## config.mk

```make
export PLATFORM = sky130hd
export DESIGN_NAME = word_queue_ctrl
export DESIGN_NICKNAME = d
export VERILOG_FILES = /design/src/rtl/word_queue_ctrl.sv
export SDC_FILE = /design/constraint.sdc
export NUM_CORES = 1
export LEC_CHECK = 0
export CORE_UTILIZATION = 50
export CTS_CLUSTER_SIZE = 40
export DETAILED_ROUTE_END_ITERATION = 12
export PLACE_DENSITY = 0.95
export SETUP_SLACK_MARGIN = 0.2
export SKIP_CTS_REPAIR_TIMING = 1
export SLEW_MARGIN = 20
export SYNTH_ARGS = -nofsm -noshare
export SYNTH_HDL_FRONTEND = slang
export SYNTH_SLANG_ARGS = --single-unit
```

## constraint.sdc

```tcl
create_clock -name clk -period 9 [get_ports clk]
set_input_delay 1.8 -clock clk [delete_from_list [all_inputs] [get_ports clk]]
set_output_delay 1.8 -clock clk [all_outputs]
set_load 0.005 [all_outputs]
```

## src/rtl/word_queue_ctrl.sv

```systemverilog
// word_queue_ctrl: typing-game sequencer. Maintains the five-word display
// window, the typed-character buffer and the cursor/score counters that the
// VGA text renderer and WPM/accuracy logic consume.
module word_queue_ctrl #(
  parameter int          NUM_WORDS    = 100,
  parameter int          TARGET_WORDS = 20,
  parameter logic [15:0] SEED         = 16'hACE1
) (
  input  logic         clk,
  input  logic         rst,
  input  logic         start,
  input  logic         key_valid,
  input  logic [4:0]   key_code,
  output logic         key_ready,
  output logic [7:0]   cur_id,
  input  logic [4:0]   cur_len,
  input  logic [74:0]  cur_word,
  output logic [59:0]  rd,
  output logic [124:0] type_buf,
  output logic [4:0]   correct,
  output logic [4:0]   tot,
  output logic [9:0]   words_done,
  output logic [9:0]   chars_done,
  output logic [9:0]   err_cnt,
  output logic         busy,
  output logic         done
);

  typedef enum logic [2:0] {IDLE, FILL, RUN, REFILL, DONE} state_t;

  localparam logic [4:0] KEY_SPACE = 5'd27;
  localparam logic [4:0] KEY_BKSP  = 5'd28;

  state_t      state;
  logic [15:0] lfsr;
  logic [15:0] lfsr_next;
  logic [7:0]  slot [5];
  logic [2:0]  fill_idx;

  logic        cand_ok;
  logic        is_letter;
  logic        letter_match;
  logic [4:0]  exp_ch;
  logic [10:0] chars_sum;
  logic [9:0]  chars_sat;
  logic [9:0]  err_inc;

  // Right-shifting Fibonacci form of x^16+x^14+x^13+x^11+1
  assign lfsr_next = {lfsr[0] ^ lfsr[2] ^ lfsr[3] ^ lfsr[5], lfsr[15:1]};
  assign cand_ok   = {1'b0, lfsr[7:0]} < 9'(NUM_WORDS);
  assign is_letter = (key_code >= 5'd1) && (key_code <= 5'd26);

  // Dictionary character expected at the cursor; only consulted while tot < cur_len <= 15
  always_comb begin
    exp_ch = '0;
    for (int unsigned i = 0; i < 15; i++) begin
      if (4'(i) == tot[3:0]) exp_ch = cur_word[5*i +: 5];
    end
  end

  assign letter_match = (correct == tot) && (tot < cur_len) && (key_code == exp_ch);

  // Saturating score arithmetic
  assign chars_sum = {1'b0, chars_done} + 11'(cur_len) + 11'd1;
  assign chars_sat = (chars_sum > 11'd1023) ? '1 : chars_sum[9:0];
  assign err_inc   = (err_cnt == '1) ? err_cnt : err_cnt + 10'd1;

  // Window packing: 8-bit ids in 10-bit fields, upper bits zero
  always_comb begin
    rd = '0;
    for (int unsigned k = 0; k < 5; k++) rd[10*k +: 8] = slot[k];
  end

  assign cur_id = slot[0];

  // Sequencer FSM with registered outputs
  always_ff @(posedge clk) begin
    if (rst) begin
      state      <= IDLE;
      lfsr       <= SEED;
      fill_idx   <= '0;
      for (int unsigned k = 0; k < 5; k++) slot[k] <= '0;
      type_buf   <= '0;
      correct    <= '0;
      tot        <= '0;
      words_done <= '0;
      chars_done <= '0;
      err_cnt    <= '0;
      key_ready  <= 1'b0;
      busy       <= 1'b0;
      done       <= 1'b0;
    end else begin
      lfsr <= lfsr_next;
      case (state)
        IDLE, DONE: begin
          if (start) begin
            for (int unsigned k = 0; k < 5; k++) slot[k] <= '0;
            type_buf   <= '0;
            correct    <= '0;
            tot        <= '0;
            words_done <= '0;
            chars_done <= '0;
            err_cnt    <= '0;
            fill_idx   <= '0;
            busy       <= 1'b1;
            done       <= 1'b0;
            key_ready  <= 1'b0;
            state      <= FILL;
          end
        end
        FILL: begin
          if (cand_ok) begin
            for (int unsigned k = 0; k < 5; k++) begin
              if (3'(k) == fill_idx) slot[k] <= lfsr[7:0];
            end
            if (fill_idx == 3'd4) begin
              busy      <= 1'b0;
              key_ready <= 1'b1;
              state     <= RUN;
            end else begin
              fill_idx <= fill_idx + 3'd1;
            end
          end
        end
        REFILL: begin
          if (cand_ok) begin
            slot[4]   <= lfsr[7:0];
            busy      <= 1'b0;
            key_ready <= 1'b1;
            state     <= RUN;
          end
        end
        RUN: begin
          if (key_valid && key_ready) begin
            if (is_letter) begin
              if (tot != 5'd25) begin
                for (int unsigned i = 0; i < 25; i++) begin
                  if (5'(i) == tot) type_buf[5*i +: 5] <= key_code;
                end
                tot <= tot + 5'd1;
                if (letter_match) correct <= correct + 5'd1;
                else              err_cnt <= err_inc;
              end
            end else if (key_code == KEY_BKSP) begin
              if (tot != 5'd0) begin
                for (int unsigned i = 0; i < 25; i++) begin
                  if (5'(i) + 5'd1 == tot) type_buf[5*i +: 5] <= '0;
                end
                tot <= tot - 5'd1;
                if (correct == tot) correct <= correct - 5'd1;
              end
            end else if (key_code == KEY_SPACE) begin
              if ((correct == cur_len) && (tot == cur_len)) begin
                for (int unsigned k = 0; k < 4; k++) slot[k] <= slot[k+1];
                slot[4]    <= '0;
                type_buf   <= '0;
                tot        <= '0;
                correct    <= '0;
                words_done <= words_done + 10'd1;
                chars_done <= chars_sat;
                key_ready  <= 1'b0;
                if (words_done == 10'(TARGET_WORDS - 1)) begin
                  done  <= 1'b1;
                  state <= DONE;
                end else begin
                  busy  <= 1'b1;
                  state <= REFILL;
                end
              end else begin
                err_cnt <= err_inc;
              end
            end
          end
        end
        default: state <= IDLE;
      endcase
    end
  end

endmodule

```

Word-level counts from Yosys, hierarchy flattened
Memories as Yosys holds them, arrays and structs flattened.
Cells that the tools add are included.
{"block": "classes", "n_reduce_logical": 48, "order_cmp": 5, "bitwise": 19, "add_sub_neg": 9, "n_eq_ne": 129, "mux": 216}
{"operator": "2-to-1 mux 125 bit", "n": 8}
{"operator": "2-to-1 mux 5 bit", "n": 80}
{"operator": "case mux 125 bit (2 select lines)", "n": 1}
{"operator": "AND reduction 9 bit", "n": 27}
{"operator": "2-to-1 mux 10 bit", "n": 20}
{"operator": "2-to-1 mux 8 bit", "n": 16}
{"operator": "inequality test 4 bit, second input constant", "n": 29}
{"operator": "inequality test 3 bit, second input constant", "n": 31}
{"operator": "2-to-1 mux 1 bit", "n": 68}
{"operator": "case mux 10 bit (2 select lines)", "n": 3}
{"operator": "== test 5 bit, first input constant", "n": 10}
{"operator": "== test 4 x 5 -> 1 bit, first input constant", "n": 8}
{"operator": "2-to-1 mux 3 bit", "n": 13}
{"operator": "== test 4 bit, first input constant", "n": 7}
{"operator": "inequality test 2 bit, second input constant", "n": 12}
{"operator": "adder 10 x 1 -> 10 bit, second input constant", "n": 2}
{"operator": "== test 3 x 5 -> 1 bit, first input constant", "n": 4}
{"operator": "== test 5 bit", "n": 4}
{"operator": "case mux 5 bit (2 select lines)", "n": 2}
{"operator": "== test 3 x 4 -> 1 bit, first input constant", "n": 4}
{"operator": "bitwise OR 1 bit", "n": 16}
{"operator": "AND reduction 8 bit", "n": 2}
{"operator": "AND reduction 7 bit", "n": 2}
{"operator": "case mux 3 bit (4 select lines)", "n": 1}
{"operator": "39 further kinds", "n": 56}
{"block": "word_totals", "ramBits": 40, "elab_cells": 463, "regBits": 190, "output_inout_bits": 236, "mem_count": 1, "in_bits": 89}
{"name": "slot", "words": 5, "word_bits": 8, "rd": 5, "rd_ports_with_merged_regs": 0, "wr": 5, "line_no": "37", "text": "logic [7:0] slot [5];"}

Longest topological paths before layout
Gate-level depths: netlist (run 1).
{"block": "depth", "depth_word": 23, "ltp_mapped": 17, "depth_no_buf": 12}

Worst setup path before layout (run 1)
Ideal clock, no wire load.
{"block": "synth_path", "path_kind": "input to register", "from": "input port key_code[2]", "to": "register type_buf[55]", "stages": 12, "n_path_buf": 3, "required_ps": 8872, "setup_time_ps": 128, "arrival_time_ps": 4360, "setup_slack_ps": 4513, "path_cell_list": "buf_2 -> or4_1 -> o22a_1 -> a32o_1 -> a41o_1 -> buf_6 -> a31oi_4 -> o21ai_2 -> buf_6 -> a221oi_4 -> mux2i_1 -> nor2_1"}
{"block": "synth_via", "elab_chain_len": 5, "elab_cells_between_ends": 16, "classes_between": "order compare (2); eq/ne (8); mux (4); reduce/logical (2)"}
{"item": "from (decl)", "line_no": "13", "text": "input logic [4:0] key_code,"}
{"item": ">= comparator 5 x 1 -> 1 bit (tied with other cells)", "line_no": "51", "text": "assign is_letter = (key_code >= 5'd1) && (key_code <= 5'd26);"}
{"item": "logical AND 1 bit / 2-to-1 mux 125 bit (equally long branches)", "line_no": "51, 144"}
{"item": "2-to-1 mux 125 bit", "line_no": "135", "text": "if (is_letter) begin"}
{"item": "2-to-1 mux 125 bit", "line_no": "134", "text": "if (key_valid && key_ready) begin"}
{"item": "case mux 125 bit (2 select lines)", "line_no": "94", "text": "case (state)"}
{"item": "to (signal, indexed assignment)", "line_no": "138", "text": "if (5'(i) == tot) type_buf[5*i +: 5] <= key_code;"}
{"item": "to (decl)", "line_no": "19", "text": "output logic [124:0] type_buf,"}
Several ways; a longest one is shown, not always the timed one. The select of a mux whose other input is x is not followed.
A chain may end at the register's enable or synchronous reset.

Worst setup path in the final report (run 1)
{"block": "layout_path", "from": "input port key_code[2]", "to": "register type_buf[39]"}
Same word-level chain as after synthesis.

==> parameters.txt, run 1 <==
Parameter                              Value

Outcome
  Outcome    completed

Worst setup path
  Reg2reg path depth    12
  Critical register-to-register path startpoint    tot[1]
  Worst-path fanout max    14
  Element type at the critical path end    flop
  End of the worst register-to-register path    err_cnt[7]
  Arrival time at the worst endpoint    5.41 ns
  Setup slack of the most critical reg-to-reg path    4.29 ns
  Data required time of the critical path    9.37 ns
  Type of the worst setup path    in2reg
  Worst setup SP type    input port
  Launching element of the worst setup path    key_code[2]

Logic synthesis
  Synthesized flop and latch total    230
  Post-synth top flop    sky130_fd_sc_hd__dfxtp_1
  Syn_area_per_cell    8.85 um2
  Synth async-reset ratio    0%
  Number of enable-type register cells in the synthesized netlist    40
  Part of the Yosys area used for sequential elements    43.2%
  Synthesized cell area    0.0116 mm2
  Syn Inst Count    1311
  Number of unique standard cell types used by synthesis    73
  Synth warnings    0

Global route
  Wire length of the first global-routing pass    55600 um
  Number of global-route vias before repair    10700
  Met1 usage in global routing    34.2%
  Top Usage Layer GRT    met2
  Congestion Overflow GR    0
  Number of antenna violations at the first check in global routing    0
  Met2 usage in global routing    49.8%
  GR Layer Usage met3    8.21%
  Total global routing track utilization    28.9%
  Largest net degree at the start of global routing    99

Timing
  Final period demand of the worst path    5.04 ns
  Maximum frequency from static timing analysis    198 MHz
  Clock Skews    0.0317 ns
  Actual transition at the worst max-transition pin    1.14 ns
  Setup ws final    3.96 ns
  Share of the clock period used by the worst path after layout    56.0%
  Final Max Tran Viols    0
  Slew margin rel.    24.1%
  RSZ-0062 raised after global routing    false
  Endpoints failing hold    0
  Count of final setup violators    0
  Sum of negative setup slack    0 ns

Floorplan
  Die extent in y    154 um
  Area of the core region    0.0227 mm2
  Full die area    0.0238 mm2
  Effective utilization at floorplan    51.1%
  Io pins    325
  Horiz. Die Dim    154 um
  Site row count    55

Route
  DRT antenna net count    0
  Post-detailed-route via-to-cell ratio    5.82
  TritonRoute pass-1 iters    5
  Post-route DRC violation count    0
  Via count    10800
  Number of DRC markers in iteration 0    1038
  Total wire length    35600 um
  Final routed wire length divided by cell count    19.2 um

Clocking
  Clock latency reported for the late side of the worst-skew pair    0.53 ns
  Total CTS buffers    24
  Root Buffer Master    sky130_fd_sc_hd__clkbuf_16
  Maximum buffer depth of the clock tree    3
  CTS sink count    230
  Clock slew at the register clock pins of the worst setup and hold paths    0.06 ns
  H-tree depth reported by CTS    1
  Clock tree from TritonCTS    built

Placement
  Final HPWL from detailed placement    24600 um
  Pre-CTS WS    3.55 ns
  RD Place Congestion    0.919
  IO buf count    304

Run
  Number of violations of the max-capacitance limit    0

Final layout
  Total number of nets in the final design    1671
  Share of post-route cells with drive strength above 1    6.61%
  Ant diodes    0
  Area delta synth->final    34.4%

Worst hold path
  Worst Min Path Start    lfsr[14]
  Worst Hold Class    reg2reg
  Worst Hold Path Cells    1
  Terminating pin of the worst hold path    lfsr[13]

Pwr
  Worst IR drop on VDD    0.161 mV
  Lkg Pwr    0.00603 uW
  Power density over cell area    182 mW/mm2
## registers in the layout (all words and copies together) (netlist names)
name,count
correct,5
key_ready,1
tot,5
lfsr,16
state,3
words_done,10
fill_idx,3
busy,1
done,1
slot,40
chars_done,10
type_buf,125
err_cnt,10
## cells in the final DEF (no fill, tap or decap), types with 5 or more instances in the layout
cell                              synthesis  final
sky130_fd_sc_hd__a211oi_1                12     12
sky130_fd_sc_hd__a21o_1                  15     15
sky130_fd_sc_hd__a21oi_1                 66     66
sky130_fd_sc_hd__a221o_1                  5      5
sky130_fd_sc_hd__a221oi_1                14     14
sky130_fd_sc_hd__a31o_2                   5      5
sky130_fd_sc_hd__a31oi_1                 14     14
sky130_fd_sc_hd__and2_1                   6      6
sky130_fd_sc_hd__and3_1                   9      8
sky130_fd_sc_hd__buf_4                   28     16
sky130_fd_sc_hd__bufinv_16                0      9
sky130_fd_sc_hd__clkbuf_16                0     24
sky130_fd_sc_hd__clkdlybuf4s50_1          0    303
sky130_fd_sc_hd__conb_1                   1     21
sky130_fd_sc_hd__dfxtp_1                190    190
sky130_fd_sc_hd__edfxtp_1                40     40
sky130_fd_sc_hd__ha_1                    25     25
sky130_fd_sc_hd__inv_1                   35     35
sky130_fd_sc_hd__mux2i_1                128    128
sky130_fd_sc_hd__nand2_1                135    135
sky130_fd_sc_hd__nand2b_1                19     19
sky130_fd_sc_hd__nand3_1                 23     23
sky130_fd_sc_hd__nand3b_1                 5      5
sky130_fd_sc_hd__nand4_1                  7      7
sky130_fd_sc_hd__nor2_1                 198    197
sky130_fd_sc_hd__nor2_2                  13     14
sky130_fd_sc_hd__nor2b_1                 24     24
sky130_fd_sc_hd__nor3_1                  20     19
sky130_fd_sc_hd__nor4_1                   9      9
sky130_fd_sc_hd__o21ai_0                 33     33
sky130_fd_sc_hd__o22ai_1                  9      9
sky130_fd_sc_hd__o311ai_0                 5      5
sky130_fd_sc_hd__or2_2                    9      9
sky130_fd_sc_hd__or3_1                   14     14
sky130_fd_sc_hd__or4_1                    6      6
sky130_fd_sc_hd__xnor2_1                 13     13
sky130_fd_sc_hd__xor2_1                  15     15
## metal layers
metal  routed length [um]  up-vias
met5                    0        -
met4                 1170        0
met3                 3780      104
met2                16900      622
met1                13800     5081
li1                     -     5016
## through the flow
stage	total power (uW)	std cells	utilization [%]	cell area, um2	hold slack [ns]
after global routing	2930	1859	68.6	15600	0.446
after detailed placement	1650	1815	64.3	14600	0.402
final	2840	1859	68.6	15600	0.418
after CTS	2840	1859	68.6	15600	0.418
after floorplan	1460	1331	-	11700	0.389
after global placement	1630	1815	64.3	14600	0.393
## layout make-up
type,count,area [um2]
Clock buffer,29,659
Clock inverter,15,318
Fill cell,1642,7120
Inverter,35,131
Multi-Input combinational cell,946,5960
Sequential cell,230,5000
Tap cell,285,357
Timing Repair Buffer,319,3150
## report_power, final
part,switching [uW],internal (uW),leakage (uW)
logic,275,234,0.00358
registers,34.4,1100,0.00197
clock network,420,782,0.000476
## synthesized netlist by cell type (4+ instances only)
| library cell | instances | area share [%] |
|---|---|---|
| sky130_fd_sc_hd__o311ai_0 | 5 | 0.38 |
| sky130_fd_sc_hd__inv_1 | 35 | 1.1 |
| sky130_fd_sc_hd__a21o_1 | 15 | 0.97 |
| sky130_fd_sc_hd__and2_1 | 6 | 0.32 |
| sky130_fd_sc_hd__nand4_1 | 7 | 0.38 |
| sky130_fd_sc_hd__a221oi_4 | 4 | 0.91 |
| sky130_fd_sc_hd__nor3b_1 | 5 | 0.32 |
| sky130_fd_sc_hd__nor2_2 | 13 | 0.70 |
| sky130_fd_sc_hd__o21ai_0 | 33 | 1.4 |
| sky130_fd_sc_hd__ha_1 | 25 | 2.7 |
| sky130_fd_sc_hd__nor2b_1 | 24 | 1.3 |
| sky130_fd_sc_hd__a221o_1 | 5 | 0.43 |
| sky130_fd_sc_hd__dfxtp_1 | 190 | 33 |
| sky130_fd_sc_hd__nand3b_1 | 5 | 0.32 |
| sky130_fd_sc_hd__a211oi_1 | 12 | 0.78 |
| sky130_fd_sc_hd__nand3_1 | 23 | 0.99 |
| sky130_fd_sc_hd__nor3_1 | 20 | 0.86 |
| sky130_fd_sc_hd__xnor2_1 | 13 | 0.98 |
| sky130_fd_sc_hd__and3_1 | 9 | 0.49 |
| sky130_fd_sc_hd__or3_1 | 14 | 0.76 |
| sky130_fd_sc_hd__or2_2 | 9 | 0.49 |
| sky130_fd_sc_hd__clkbuf_1 | 68 | 2.2 |
| sky130_fd_sc_hd__buf_2 | 14 | 0.60 |
| sky130_fd_sc_hd__mux2i_1 | 128 | 11 |
| sky130_fd_sc_hd__nand2_1 | 135 | 4.4 |
| sky130_fd_sc_hd__o22ai_1 | 9 | 0.49 |
| sky130_fd_sc_hd__a221oi_1 | 14 | 1.1 |
| sky130_fd_sc_hd__edfxtp_1 | 40 | 10 |
| sky130_fd_sc_hd__or4_1 | 6 | 0.39 |
| sky130_fd_sc_hd__nor4_1 | 9 | 0.49 |
| sky130_fd_sc_hd__nor2_1 | 198 | 6.4 |
| sky130_fd_sc_hd__xor2_1 | 15 | 1.1 |
| sky130_fd_sc_hd__o31ai_1 | 4 | 0.26 |
| sky130_fd_sc_hd__buf_4 | 28 | 1.8 |
| sky130_fd_sc_hd__a21oi_1 | 66 | 2.8 |
| sky130_fd_sc_hd__nand2b_1 | 19 | 1.0 |
| sky130_fd_sc_hd__a31o_2 | 5 | 0.38 |
| sky130_fd_sc_hd__buf_1 | 8 | 0.26 |
| sky130_fd_sc_hd__a31oi_1 | 14 | 0.76 |
| sky130_fd_sc_hd__a22o_1 | 4 | 0.30 |
## worst max-delay path by stage
stage / to / slack (ns) / cells after the start
finish: type_buf[39] / 3.96 / 10
global route: type_buf[68] / 3.85 / 10
CTS: type_buf[16] / 4.06 / 10
detailed placement: type_buf[39] / 3.55 / 10
global placement: type_buf[69] / 3.69 / 10
floorplan: type_buf[55] / 4.51 / 12
## worst max-delay path: stages
cell and delay (ns):
sky130_fd_sc_hd__clkdlybuf4s50_1 0.54, sky130_fd_sc_hd__or4_1 0.60, sky130_fd_sc_hd__o22a_1 0.37, sky130_fd_sc_hd__a32o_1 0.33, sky130_fd_sc_hd__a41o_1 0.33, sky130_fd_sc_hd__a31oi_4 0.26, sky130_fd_sc_hd__o21ai_2 0.33, sky130_fd_sc_hd__nor2_2 0.42
sky130_fd_sc_hd__mux2i_1 0.34, sky130_fd_sc_hd__nor2_1 0.07
## kinds of logic after synthesis
kind of cell,synth area share (%)
simple gates,20.6
flops,43.2
compound gates,13.9
buf+inv,6.20
mux,11.1
xor+xnor,2.11
fa+ha+maj,2.87
other cells,0.0323
Power figures use the tool's default switching activity.
==> inputs of run 2 (changes only) <==
- CORE_UTILIZATION: 50 -> 44
- PLACE_DENSITY: 0.95 -> 0.89
- clock period: 9 -> 4.25 ns (I/O delays scaled with it)
==> run 2 against run 1 <==
Net effect:
- design area is 1.3% higher
- final cell count is 4.6% higher
- critical path type is now reg2reg
- clock power is 82% higher
- highest routed layer unchanged
==> parameters.txt, run 2 (synthesized netlist as in run 1, its figures left out) <==
Parameter                              Value

Outcome
  Outcome    completed

Timing
  Maximum frequency from static timing analysis    261 MHz
  Actual transition at the worst max-transition pin    1.06 ns
  RSZ-0062 raised after global routing    false
  Share of the clock period used by the worst path after layout    90.3%
  Sum of negative setup slack    0 ns
  Slew margin rel.    29.1%
  Setup ws final    0.413 ns
  Final Max Tran Viols    0
  Clock Skews    0.0249 ns
  Worst hold slack    0.412 ns
  Endpoints failing hold    0
  Count of final setup violators    0
  Final period demand of the worst path    3.84 ns

Route
  Final routed wire length divided by cell count    19.0 um
  Post-route DRC violation count    0
  Total wire length    37000 um
  DRT antenna net count    0
  TritonRoute pass-1 iters    5
  Post-detailed-route via-to-cell ratio    5.67
  Number of DRC markers in iteration 0    912
  Via count    11000

Worst hold path
  Worst Hold Class    reg2reg
  Worst Min Path Start    lfsr[11]
  Worst Hold Path Cells    1
  Terminating pin of the worst hold path    lfsr[10]

Clocking
  Clock slew at the register clock pins of the worst setup and hold paths    0.06 ns
  H-tree depth reported by CTS    1
  Total CTS buffers    25
  Clock tree from TritonCTS    built
  Root Buffer Master    sky130_fd_sc_hd__clkbuf_16
  Maximum buffer depth of the clock tree    3
  CTS sink count    230
  Clock latency reported for the late side of the worst-skew pair    0.53 ns

Global route
  Number of antenna violations at the first check in global routing    0
  Wire length of the first global-routing pass    57400 um
  Number of global-route vias before repair    10800
  Largest net degree at the start of global routing    76
  Congestion Overflow GR    0
  Total global routing track utilization    26.7%

Final layout
  Most frequent cells in the layout    303 x sky130_fd_sc_hd__clkdlybuf4s50_1, 196 x sky130_fd_sc_hd__nor2_1, 190 x sky130_fd_sc_hd__dfxtp_1
  Ant diodes    0
  Post-route standard cell area excluding fillers    0.0158 mm2
  Number of flip-flops under the largest register name    125
  Largest registers in the final layout    type_buf (125), slot (40), lfsr (16)
  Register cell area after layout    0.00500 mm2
  Total number of nets in the final design    1705
  Most common library cell in the layout ignoring fill and taps    sky130_fd_sc_hd__clkdlybuf4s50_1
  Area delta synth->final    36.2%
  Area occupied by multi-input gates    0.00598 mm2
  Final non-filler cell total    1944
  Largest reg by FF count    type_buf
  Share of post-route cells with drive strength above 1    8.58%
  Number of filler cells placed in the layout    2130

Floorplan
  Effective utilization at floorplan    44.6%
  Area of the core region    0.0260 mm2
  Horiz. Die Dim    164 um
  Io pins    325
  Site row count    59
  Die extent in y    164 um
  Full die area    0.0270 mm2

Worst setup path
  Setup slack of the most critical reg-to-reg path    0.41 ns
  End of the worst register-to-register path    err_cnt[7]
  CP max stage delay    0.52 ns
  Arrival time at the worst endpoint    4.27 ns
  Reg2reg path depth    12
  Type of the worst setup path    reg2reg
  Buf+Inv Stages, Crit Path    2
  Element type at the critical path end    flop
  CP max stage cell    sky130_fd_sc_hd__dfxtp_1
  Worst-path fanout max    20
  Critical register-to-register path startpoint    tot[0]
  Data required time of the critical path    4.69 ns
  Worst setup SP type    flop
  Cell-by-cell listing of the critical path    inv_1, ha_2, buf_12, nor2b_1, o311ai_0, o311ai_0, a21oi_1, xnor2_1, and4b_1, a31o_2, or4_1, a21oi_1
  Crit-path leading delay family    compound AO/OA/AOI/OAI gates

Pwr
  Power density over cell area    361 mW/mm2
  Lkg Pwr    0.00613 uW
  Worst IR drop on VDD    0.334 mV

Run
  Number of violations of the max-capacitance limit    0

Placement
  Pre-CTS WS    0.0253 ns
  Final HPWL from detailed placement    26000 um
  RD Place Congestion    0.931
  IO buf count    304
  Total cell area at the placement stage    0.0149 mm2
  Cells after DPL    1898
-- run 2: changes by cell type in the layout (fill, tap and decap cells not counted), sizes merged --
cell,before,now
buf,16,49
clkbuf,29,37
bufinv,9,2
inv,35,37
clkinv,5,4
-- run 2: area by class of cell --
cell class | instances | area share [%]
Timing Repair Buffer | 352 | 21.7
Inverter | 35 | 0.832
Clock buffer | 37 | 4.56
Multi-Input combinational cell | 946 | 37.9
Clock inverter | 9 | 0.666
Tap cell | 335 | 2.65
Sequential cell | 230 | 31.7
-- run 2: how the worst max path moves through the flow --
stage	slack, ns	endpoint	startpoint	cells past startpoint
2_1_floorplan	0.71	type_buf[56]	key_code[2]	12
3_3_place_gp	0.14	type_buf[51]	key_code[3]	10
3_5_place_dp	0.03	type_buf[53]	cur_len[3]	12
4_1_cts	0.08	err_cnt[7]	tot[0]	11
5_1_grt	0.29	err_cnt[5]	tot[0]	12
6_report	0.41	err_cnt[7]	tot[0]	12
-- run 2: per-stage QoR --
stage / util (%) / power [uW]
after global placement: 57.5 / 3510
final: 60.8 / 5700
after detailed placement: 57.5 / 3540
after CTS: 60.7 / 5720
after floorplan: - / 3090
after global routing: 60.8 / 5910
-- run 2: power breakdown --
part,switching (uW),internal (uW),leakage [uW]
clock network,882,1300,0.000405
registers,73.8,2320,0.00197
logic,596,530,0.00375
total,1550,4150,0.00613
-- run 2: routing by layer --
| layer | wire, um | track usage [%] |
|---|---|---|
| met1 | 14400 | 31.8 |
| met4 | 1010 | 7.91 |
| met3 | 3790 | 8.01 |
| met5 | 0 | 0 |
| met2 | 17700 | 46.1 |
-- run 2: worst reg2reg max path, delay by kind of cell (launching register included) --
kind | cells | cell delay [ns]
flip-flops | 1 | 0.52
AO/OA/AOI/OAI | 5 | 1.51
XOR/XNOR | 1 | 0.10
adder cells (fa/ha/maj) | 1 | 0.34
buffers and inverters | 2 | 0.40
AND/OR/NAND/NOR | 3 | 0.88
==> inputs of run 3 (changes only) <==
- PLACE_DENSITY: 0.89 -> 0.77
==> run 3 against run 2 <==
Net effect:
- hold slack worse by 0.0044 ns
- clock skew is 0.014 ns lower
- core utilization increased by 0.40 points
- final cell count is 0.41% higher
- fmax is 0.15% lower
- sequential share of layout area fell by 0.21 points
- worst setup slack got worse by 0.0058 ns
- design area grew 0.66%
- critical path type unchanged
- largest cell class unchanged
==> parameters.txt, run 3 (synthesized netlist as in run 1, its figures left out) <==
Parameter                              Value

Outcome
  Outcome    completed

Timing
  Sum of negative setup slack    0 ns
  Actual transition at the worst max-transition pin    1.06 ns
  Count of final setup violators    0
  Final Max Tran Viols    0
  Share of the clock period used by the worst path after layout    90.4%
  Endpoints failing hold    0
  Slew margin rel.    29.1%
  Clock Skews    0.0107 ns
  RSZ-0062 raised after global routing    false
  Maximum frequency from static timing analysis    260 MHz
  Final period demand of the worst path    3.84 ns

Clocking
  H-tree depth reported by CTS    1
  Total CTS buffers    26
  Maximum buffer depth of the clock tree    3
  Clock tree from TritonCTS    built
  Clock latency reported for the late side of the worst-skew pair    0.53 ns
  Clock slew at the register clock pins of the worst setup and hold paths    0.07 ns
  Root Buffer Master    sky130_fd_sc_hd__clkbuf_16
  CTS sink count    230

Worst setup path
  Element type at the critical path end    flop
  Type of the worst setup path    reg2reg
  Data required time of the critical path    4.70 ns
  Worst setup SP type    flop
  Worst-path fanout max    10
  Arrival time at the worst endpoint    4.29 ns

Route
  TritonRoute pass-1 iters    5
  Total wire length    34800 um
  DRT antenna net count    0
  Final routed wire length divided by cell count    17.8 um
  Number of DRC markers in iteration 0    802
  Via count    10600
  Post-route DRC violation count    0
  Post-detailed-route via-to-cell ratio    5.42

Run
  Number of violations of the max-capacitance limit    0

Pwr
  Net Switching    1550 uW
  Clock Power Share    39.9%
  Lkg Pwr    0.00619 uW
  Worst IR drop on VDD    0.327 mV
  Fraction of power consumed by combinational cells    19.1%
  Total power after layout    5830 uW
  Power density over cell area    367 mW/mm2
  Register share of total power    40.9%
  Share of total power consumed by net switching    26.6%
  Power Internal    4280 uW

Placement
  Final HPWL from detailed placement    24900 um
  IO buf count    304
  RD Place Congestion    0.919

Final layout
  Most common library cell in the layout ignoring fill and taps    sky130_fd_sc_hd__clkdlybuf4s50_1
  Largest registers in the final layout    type_buf (125), slot (40), lfsr (16)
  Largest reg by FF count    type_buf
  Number of filler cells placed in the layout    2202
  Most frequent cells in the layout    303 x sky130_fd_sc_hd__clkdlybuf4s50_1, 196 x sky130_fd_sc_hd__nor2_1, 190 x sky130_fd_sc_hd__dfxtp_1
  Total number of nets in the final design    1712
  Share of post-route cells with drive strength above 1    8.78%
  Number of flip-flops under the largest register name    125
  Ant diodes    0
  Area delta synth->final    37.0%

Floorplan
  Io pins    325
  Site row count    59
  Area of the core region    0.0260 mm2
  Die extent in y    164 um
  Horiz. Die Dim    164 um
  Full die area    0.0270 mm2
  Effective utilization at floorplan    44.6%

Global route
  Number of antenna violations at the first check in global routing    0
  Total global routing track utilization    25.5%
  Congestion Overflow GR    0
  Number of global-route vias before repair    10300
  Wire length of the first global-routing pass    54600 um
  Largest net degree at the start of global routing    151

Worst hold path
  Worst Hold Class    reg2reg
run 3: metrics by stage:
step	worst slack [ns]	hold slack, ns	util, %	instances	area [um2]
after CTS	0.403	0.409	61.1	1952	15900
after global placement	0.161	0.393	57.7	1904	15000
after floorplan	0.713	0.389	-	1331	11700
after global routing	0.239	0.418	61.2	1952	15900
final	0.407	0.408	61.2	1952	15900
after detailed placement	0.0780	0.395	57.7	1904	15000
run 3: power by group through the flow:
stage                     clock network, uW  logic, uW  registers (uW)
final                                  2330       1120            2390
after global routing                   2460       1210            2400
after CTS                              2370       1120            2390
after detailed placement                  0       1110            2430
after global placement                    0       1100            2430
after floorplan                           0        664            2420
run 3: worst paths after layout:
path                            startpoint    endpoint  slack (ns)  cells past startpoint
worst max-delay path                tot[1]  correct[3]        0.41                     12
worst max register to register      tot[1]  correct[3]        0.41                     12
worst min-delay path              lfsr[11]    lfsr[10]        0.41                      1
worst min register to register    lfsr[11]    lfsr[10]        0.41                      1
run 3: cell type report:
cell class	instances	area (um2)	share of cell area [%]
well taps	335	419	2.64
inverters	35	131	0.827
flip-flops and latches	230	5000	31.5
repair buffers	358	3470	21.8
clock inverters	12	178	1.12
clock buffers	36	718	4.52
multi-input cells	946	5970	37.6
run 3: critical path, stage by stage (launching register included):
cell and delay, ns:
sky130_fd_sc_hd__dfxtp_1 0.42, sky130_fd_sc_hd__inv_1 0.15, sky130_fd_sc_hd__ha_1 0.41, sky130_fd_sc_hd__buf_4 0.25, sky130_fd_sc_hd__or3b_2 0.45, sky130_fd_sc_hd__a211oi_1 0.24, sky130_fd_sc_hd__o22a_1 0.22, sky130_fd_sc_hd__o22ai_1 0.13
sky130_fd_sc_hd__xor2_1 0.17, sky130_fd_sc_hd__nor4_1 0.46, sky130_fd_sc_hd__a21oi_1 0.24, sky130_fd_sc_hd__or4_1 0.50, sky130_fd_sc_hd__a21oi_1 0.13
run 3: metal layers:
| metal | vias to the layer above | track usage (%) | part of all wire (%) |
|---|---|---|---|
| met5 | - | 0 | 0 |
| met4 | 0 | 6.19 | 2.1 |
| met3 | 60 | 8.03 | 9.7 |
| met2 | 415 | 41.8 | 45 |
| met1 | 5003 | 32.3 | 43 |
| li1 | 5096 | - | - |
